===== config.mk =====
export PLATFORM = sky130hd
export DESIGN_NAME = rs232_tx_core
export DESIGN_NICKNAME = d
export VERILOG_FILES = /design/src/rtl/rs232_tx_core.sv
export SDC_FILE = /design/constraint.sdc
export NUM_CORES = 1
export LEC_CHECK = 0
export CORE_UTILIZATION = 39
export CTS_CLUSTER_SIZE = 20
export DETAILED_ROUTE_END_ITERATION = 10
export PLACE_DENSITY = 0.6
export REMOVE_ABC_BUFFERS = 1
export SYNTH_ARGS = -nofsm -noshare
export SYNTH_HDL_FRONTEND = slang
export SYNTH_SLANG_ARGS = --single-unit

===== constraint.sdc =====
create_clock -name clk -period 3.4 [get_ports clk]
set_input_delay 0.34 -clock clk [delete_from_list [all_inputs] [get_ports clk]]
set_output_delay 0.34 -clock clk [all_outputs]
set_load 0.01 [all_outputs]

===== src/rtl/rs232_tx_core.sv =====
// rtl/rs232_tx_core.sv - RS-232 serial transmitter: start bit, 8 data bits LSB first, 1 or 2 stop bits
module rs232_tx_core #(
  parameter int CLKS_PER_BIT = 434,
  parameter int STOP_BITS    = 1
) (
  input  logic       clk,
  input  logic       rst,
  input  logic       drl,
  input  logic [7:0] din,
  output logic       load,
  output logic       tx,
  output logic       busy
);

  localparam int              CW        = (CLKS_PER_BIT > 2) ? $clog2(CLKS_PER_BIT) : 1;
  localparam logic [CW-1:0]   BAUD_LAST = CW'(CLKS_PER_BIT - 1);
  localparam logic            STOP_LAST = 1'(STOP_BITS - 1);

  typedef enum logic [1:0] {
    IDLE  = 2'd0,
    START = 2'd1,
    DATA  = 2'd2,
    STOP  = 2'd3
  } state_t;

  state_t        state_q, state_d;
  logic [CW-1:0] baud_q, baud_d;
  logic [2:0]    idx_q, idx_d;
  logic          stop_q, stop_d;
  logic [7:0]    sh_q, sh_d;
  logic          tx_d, load_d, busy_d;
  logic          baud_wrap;

  assign baud_wrap = (baud_q == BAUD_LAST);

  // Next-state and next-output logic; every output is registered, so the
  // line level computed here appears on tx at the same edge the state changes.
  always_comb begin
    state_d = state_q;
    baud_d  = baud_q;
    idx_d   = idx_q;
    stop_d  = stop_q;
    sh_d    = sh_q;
    tx_d    = tx;
    busy_d  = busy;
    load_d  = 1'b0;

    case (state_q)
      IDLE: begin
        tx_d   = 1'b1;
        busy_d = 1'b0;
        if (drl) begin
          sh_d    = din;
          tx_d    = 1'b0;
          busy_d  = 1'b1;
          load_d  = 1'b1;
          baud_d  = '0;
          state_d = START;
        end
      end

      START: begin
        if (baud_wrap) begin
          baud_d  = '0;
          idx_d   = 3'd0;
          tx_d    = sh_q[0];
          state_d = DATA;
        end else begin
          baud_d = baud_q + 1'b1;
        end
      end

      DATA: begin
        if (baud_wrap) begin
          baud_d = '0;
          if (idx_q == 3'd7) begin
            stop_d  = 1'b0;
            tx_d    = 1'b1;
            state_d = STOP;
          end else begin
            idx_d = idx_q + 3'd1;
            tx_d  = sh_q[idx_q + 3'd1];
          end
        end else begin
          baud_d = baud_q + 1'b1;
        end
      end

      STOP: begin
        if (baud_wrap) begin
          baud_d = '0;
          if (stop_q == STOP_LAST) begin
            // Chain straight into the next frame when a byte is waiting,
            // so back-to-back bytes leave no idle-high gap on the line.
            if (drl) begin
              sh_d    = din;
              tx_d    = 1'b0;
              busy_d  = 1'b1;
              load_d  = 1'b1;
              state_d = START;
            end else begin
              tx_d    = 1'b1;
              busy_d  = 1'b0;
              state_d = IDLE;
            end
          end else begin
            stop_d = stop_q + 1'b1;
          end
        end else begin
          baud_d = baud_q + 1'b1;
        end
      end

      default: begin
        tx_d    = 1'b1;
        busy_d  = 1'b0;
        state_d = IDLE;
      end
    endcase
  end

  // State and output registers; reset abandons any frame in flight.
  always_ff @(posedge clk) begin
    if (rst) begin
      state_q <= IDLE;
      baud_q  <= '0;
      idx_q   <= 3'd0;
      stop_q  <= 1'b0;
      sh_q    <= 8'h00;
      tx      <= 1'b1;
      load    <= 1'b0;
      busy    <= 1'b0;
    end else begin
      state_q <= state_d;
      baud_q  <= baud_d;
      idx_q   <= idx_d;
      stop_q  <= stop_d;
      sh_q    <= sh_d;
      tx      <= tx_d;
      load    <= load_d;
      busy    <= busy_d;
    end
  end

endmodule


==> impl_metrics.env, run 1 <==
export IMPL_avgRoutedWirePerCell_um=13.3
export IMPL_antenna_cells=0
export IMPL_synth_edf_count=0
export IMPL_max_cap_violations=0
export IMPL_io_buffer_count=13
export IMPL_cts_post_setup_buffers_inserted=0
export IMPL_p_leak_nw=0.515
export IMPL_setup_violations=0
export IMPL_cp_slowest_cell="mux4_2"
export IMPL_drtIter0Drc=50
export IMPL_final_hold_viol_count=0
export IMPL_synth_cell_types=42
export IMPL_grtUsageTotal=0.178
export IMPL_reg2reg_from="idx_q[0]"
export IMPL_start_util=0.407
export IMPL_finalCriticalPeriod_ns=2.09
export IMPL_synth_top_area_frac=0.369
export IMPL_wl_um=2760
export IMPL_grt_pass1_wl_um=4860
export IMPL_dr_total_vias=1104
export IMPL_nets=182
export IMPL_cts_tree="done"
export IMPL_tightest_slew_ns=0.703
export IMPL_critical_path_top_delay_family="compound AO/OA/AOI/OAI gates"
export IMPL_power_density_nw_per_um2=602
export IMPL_grt_ovfl_total=0
export IMPL_min_delay_path_class="flip-flop to flip-flop"
export IMPL_die_area_um2=3720
export IMPL_yosysWarnings=0
export IMPL_yosysTopAreaCell="dfxtp_1"
export IMPL_gp_congestion=0.781
export IMPL_r2r_slack_ns=1.31
export IMPL_hpwl_um=2050
export IMPL_crit_chain="ha_1, mux4_2, a2111oi_4, nor4_1, a211o_1"
export IMPL_syn2layout_area_growth_pct=13.7
export IMPL_drive_above_1_share=0.0559
export IMPL_ys_ff_latch=25
export IMPL_yosys_most_used_dff="dfxtp_1"
export IMPL_finClkSkew_ns=0.00156
export IMPL_ys_async_sr_fraction=0
export IMPL_clock_sinks=25
export IMPL_cts_buffers=3
export IMPL_row_count=21
export IMPL_cts_buffer_depth=2
export IMPL_ant_nets=0
export IMPL_grt_pass1_vias=1053
export IMPL_startpoint="idx_q[0]"
export IMPL_num_io_pins=14
export IMPL_finalSetupTns_ns=0
export IMPL_antenna_found_initial=0
export IMPL_slew_headroom=0.528
export IMPL_die_x_um=61
export IMPL_syn_inst=151
export IMPL_grt_max_degree=20
export IMPL_worstPathMaxFanout=5
export IMPL_synth_avg_cell_area_um2=8.99
export IMPL_status="finished clean"
export IMPL_end_kind="flip-flop"
export IMPL_drc_errors=0
export IMPL_min_from="sh_q[2]"
export IMPL_clk_insertion_delay_late_ns=0.32
export IMPL_path_clk_slew_ns=0.13
export IMPL_first_pass_iters=4
export IMPL_path_class="flip-flop to flip-flop"
export IMPL_ys_top_cells_by_area="dfxtp_1 (37%), ha_1 (8.3%), a21oi_1 (6.6%), nand3_1 (4.8%), a2111oi_4 (4.1%)"
export IMPL_fin_crit_sh=0.615
export IMPL_cts_root_buf="clkbuf_4"
export IMPL_ys_seq_area_frac=0.369
export IMPL_htreeDepth=1
export IMPL_fmax_mhz=478
export IMPL_critPathBufInv=0
export IMPL_cpPeakStageDelay_ns=0.55
export IMPL_required_ns=3.63
export IMPL_rsz0062_at_grt="false"
export IMPL_coreArea_um2=3340
export IMPL_utilization=0.463
export IMPL_worst_ep_arrival_time_ns=2.32
export IMPL_cts_resized=0
export IMPL_die_y_um=61
export IMPL_cts_hold_buf=0
export IMPL_vdd_drop_max_mv=0.249
export IMPL_final_max_slew_viol_count=0
export IMPL_syn_area_um2=1360
export IMPL_viasPerCell=5.33
export IMPL_start_kind="flip-flop"
-- worst paths after layout --
path	end	cells past startpoint
worst min register to register	sh_q[2]	2
worst max register to register	tx	5
worst min-delay path	sh_q[2]	2
worst max-delay path	tx	5
-- logic make-up after synthesis --
logic type	count (synthesis)	synth area share
compound gates	46	0.233
xor+xnor	5	0.0323
fa+ha+maj	9	0.0830
buf+inv	13	0.0369
flops	25	0.369
mux	3	0.0433
simple gates	50	0.203
-- synth_stat cells (2+ instances only) --
library cell and number:
or3_1 2, inv_1 6, a21o_1 2, buf_1 3, nor4_1 3, nor2_1 12
a2111oi_4 2, nand2b_1 4, a21oi_1 18, nor2b_1 2, nand4_1 2, nand3_1 13
nor3_1 3, ha_1 9, dfxtp_1 25, clkbuf_1 3, nand2_1 3, xnor2_1 4
o21ai_0 3, o21ai_1 10
-- routing by layer --
metal / vias up / part of all wire / global-route usage
li1: 572 / - / -
met1: 515 / 0.50 / 0.245
met2: 15 / 0.47 / 0.290
met3: 2 / 0.019 / 0.0256
met4: 0 / 0.0091 / 0.0487
met5: - / 0 / 0
-- registers in the layout, indices dropped and copies added (netlist names) --
register and count:
baud_q 9, busy 1, idx_q 3, load 1, sh_q 8, state_q 2, tx 1
-- layout by cell type (no fill, tap or decap), types with 4 or more instances in the layout --
cell type,n
dfxtp_1,25
a21oi_1,18
nand3_1,13
clkdlybuf4s50_1,13
nor2_1,12
o21ai_1,10
ha_1,9
inv_1,6
nand2b_1,4
xnor2_1,4
-- cell type report --
cell class,instances,area [µm²]
Clock buffer,4,26.3
Sequential cell,25,500
Fill cell,341,1790
Inverter,6,22.5
Tap cell,46,57.6
Timing Repair Buffer,13,130
Multi-Input combinational cell,113,807
-- report_power, final --
part / internal (W) / total (W) / switching (W)
clock: 0.0000460 / 0.000132 / 0.0000865
combinational: 0.000178 / 0.000423 / 0.000246
sequential: 0.000342 / 0.000373 / 0.0000319
-- metrics by stage --
step / cell area [µm²] / std cells / setup slack, ns / hold WS (ns) / power, W
4_1_cts: 1540 / 207 / 1.31 / 0.491 / 0.000938
2_1_floorplan: 1330 / 144 / 1.42 / 0.409 / 0.000679
3_3_place_gp: 1520 / 203 / 1.38 / 0.463 / 0.000786
5_1_grt: 1540 / 207 / 1.22 / 0.513 / 0.00101
6_report: 1540 / 207 / 1.31 / 0.492 / 0.000929
3_5_place_dp: 1520 / 203 / 1.33 / 0.472 / 0.000801
-- worst reg2reg max path, cell delays in order (launching register included) --
cell	delay [ns]
dfxtp_1	0.38
ha_1	0.36
mux4_2	0.55
a2111oi_4	0.33
nor4_1	0.10
a211o_1	0.27
Note: power is estimated with default switching activity, not from simulation.
==> run 2, diff against run 1 <==
--- a/config.mk
+++ b/config.mk
@@ -8,7 +8,7 @@
 export CORE_UTILIZATION = 39
 export CTS_CLUSTER_SIZE = 20
 export DETAILED_ROUTE_END_ITERATION = 10
-export PLACE_DENSITY = 0.6
+export PLACE_DENSITY = 0.63
 export REMOVE_ABC_BUFFERS = 1
 export SYNTH_ARGS = -nofsm -noshare
 export SYNTH_HDL_FRONTEND = slang
==> constraint.sdc (replaced) <==
create_clock -name clk -period 1.76 [get_ports clk]
set_input_delay 0.176 -clock clk [delete_from_list [all_inputs] [get_ports clk]]
set_output_delay 0.176 -clock clk [all_outputs]
set_load 0.01 [all_outputs]
==> run 2 against run 1 <==
Compared with the run above: non-clock buffer count rose by 15; global-route usage grew 0.49 points; the flow now finishes with violations (negative setup slack); critical path type unchanged; core utilization up 5.1 points; hold slack worse by 0.099 ns; largest cell class unchanged; die area is the same; final cell count rose by 7.2%.
==> impl_metrics.env, run 2 (same netlist as run 1, synthesis figures left out) <==
export IMPL_critical_path_top_delay_family="adder cells"
export IMPL_tightest_slew_ns=0.440
export IMPL_crit_top_cell="ha_4"
export IMPL_vdd_drop_max_mv=0.651
export IMPL_grt_pass1_vias=1133
export IMPL_cts_root_buf="clkbuf_4"
export IMPL_path_class="flip-flop to flip-flop"
export IMPL_status="complete, but fails checks"
export IMPL_grt_pass1_wl_um=4910
export IMPL_min_delay_path_class="primary input to flip-flop"
export IMPL_worstPathMaxFanout=2
export IMPL_die_x_um=61
export IMPL_path_clk_slew_ns=0.14
export IMPL_antenna_found_initial=0
export IMPL_layout_setup_ws_ns=-0.0374
export IMPL_start_kind="flip-flop"
export IMPL_drive_above_1_share=0.205
export IMPL_post_place_ws_ns=-0.247
export IMPL_max_cap_violations=0
export IMPL_violations="negative setup slack"
export IMPL_final_cell_area_um2=1710
export IMPL_top_layer_used="met4"
export IMPL_clock_sinks=25
export IMPL_holdPathStages=3
export IMPL_mostFrequentLayoutCells="dfxtp_1 (22), a21oi_1 (18), buf_4 (14)"
export IMPL_die_area_um2=3720
export IMPL_num_io_pins=14
export IMPL_cts_buffers=3
export IMPL_power_density_nw_per_um2=1120
export IMPL_grt_max_degree=15
export IMPL_utilization=0.513
export IMPL_largest_reg_flops=9
export IMPL_fin_crit_sh=1.02
export IMPL_met1_length_um=1420
export IMPL_final_hold_viol_count=0
export IMPL_ant_nets=0
export IMPL_cts_tree="done"
export IMPL_total_power_w=0.00191
export IMPL_io_buffer_count=13
export IMPL_met3_length_um=105
export IMPL_clk_insertion_delay_late_ns=0.32
export IMPL_antenna_cells=0
export IMPL_top_register="baud_q"
export IMPL_gp_congestion=0.863
export IMPL_cp_slowest_cell="dfxtp_2"
export IMPL_die_y_um=61
export IMPL_coreArea_um2=3340
export IMPL_drc_errors=0
export IMPL_setup_violations=1
export IMPL_wl_um=3020
export IMPL_cts_hold_buf=0
export IMPL_syn2layout_area_growth_pct=26.2
export IMPL_fill_cells=326
export IMPL_min_from="din[6]"
export IMPL_finClkSkew_ns=0.00166
export IMPL_ff2ff_path_depth=7
export IMPL_slew_headroom=0.705
export IMPL_cts_buffer_depth=2
export IMPL_r2r_end="tx"
export IMPL_final_common_cell="dfxtp_1"
export IMPL_hpwl_um=2240
export IMPL_wl_met2_um=1470
export IMPL_critPathBufInv=1
export IMPL_start_util=0.407
export IMPL_fmax_mhz=556
export IMPL_avgRoutedWirePerCell_um=13.6
export IMPL_final_max_slew_viol_count=0
export IMPL_grt_ovfl_total=0
export IMPL_place_area_um2=1620
export IMPL_finalSetupTns_ns=-0.0374
export IMPL_htreeDepth=1
export IMPL_cpPeakStageDelay_ns=0.37
export IMPL_finalCriticalPeriod_ns=1.80
export IMPL_required_ns=2.00
export IMPL_grtUsageTotal=0.183
export IMPL_viasPerCell=5.44
export IMPL_rsz0062_at_grt="true"
export IMPL_reg_largest_list="baud_q (9), sh_q (8), idx_q (3)"
export IMPL_crit_chain="ha_4, ha_4, buf_6, mux4_2, nor4b_2, nor4_1, a211o_1"
export IMPL_p_leak_nw=0.581
export IMPL_row_count=21
export IMPL_end_kind="flip-flop"
export IMPL_hold_end="sh_q[6]"
export IMPL_first_pass_iters=4
export IMPL_dr_total_vias=1208
export IMPL_drtIter0Drc=48
export IMPL_worst_ep_arrival_time_ns=2.03
export IMPL_reg2reg_from="idx_q[1]"
export IMPL_r2r_slack_ns=-0.04
export IMPL_nets=197
-- run 2: how the worst max path moves through the flow --
stage / start / end / slack [ns] / depth (start not counted)
3_3_place_gp: idx_q[0] / tx / -0.19 / 5
3_5_place_dp: idx_q[0] / tx / -0.25 / 5
6_report: idx_q[1] / tx / -0.04 / 7
4_1_cts: idx_q[1] / tx / -0.05 / 7
5_1_grt: idx_q[0] / tx / -0.12 / 7
2_1_floorplan: idx_q[0] / tx / -0.22 / 5
-- run 2: report_power, final --
part | total [W] | internal, W | leakage (nW) | switching [W]
registers | 0.000728 | 0.000662 | 0.205 | 0.0000665
logic | 0.000913 | 0.000430 | 0.358 | 0.000483
clock network | 0.000269 | 0.0000853 | 0.0177 | 0.000184
-- run 2: stage by stage --
step           std cells  hold slack [ns]
2_1_floorplan        144            0.245
3_3_place_gp         216            0.460
3_5_place_dp         216            0.471
4_1_cts              222            0.385
5_1_grt              222            0.372
6_report             222            0.393
-- run 2: final cells by class --
class | count | area (µm²) | area share
Inverter | 6 | 22.5 | 0.0131
Clock buffer | 3 | 22.5 | 0.0131
Sequential cell | 25 | 504 | 0.294
Timing Repair Buffer | 28 | 246 | 0.144
Clock inverter | 1 | 5.00 | 0.00292
Multi-Input combinational cell | 113 | 855 | 0.499
Tap cell | 46 | 57.6 | 0.0336
-- run 2: what timing repair did --
item / 4_1_cts / 5_1_grt
pin swaps: 6 / 0
gates resized for setup: 7 / 6
setup endpoints to repair: 1 / 12
buffers inserted: 2 / 0
-- run 2: worst reg2reg max path, cell delays in order, from the launching register on --
cell and delay [ns]:
dfxtp_2 0.37, ha_4 0.16, ha_4 0.26, buf_6 0.09, mux4_2 0.29, nor4b_2 0.25, nor4_1 0.08, a211o_1 0.22
-- run 2: per-layer routing --
layer	GRT usage	up-vias
li1	-	602
met1	0.239	580
met2	0.297	22
met3	0.0256	4
met4	0.0877	0
met5	0	-
==> run 3, diff against run 2 <==
--- a/config.mk
+++ b/config.mk
@@ -5,6 +5,7 @@
 export SDC_FILE = /design/constraint.sdc
 export NUM_CORES = 1
 export LEC_CHECK = 0
+export ABC_CLOCK_PERIOD_IN_PS = 1760
 export CORE_UTILIZATION = 39
 export CTS_CLUSTER_SIZE = 20
 export DETAILED_ROUTE_END_ITERATION = 10
==> results of run 3 <==
The final DEF is identical to that of run 2; final timing and power are the same.
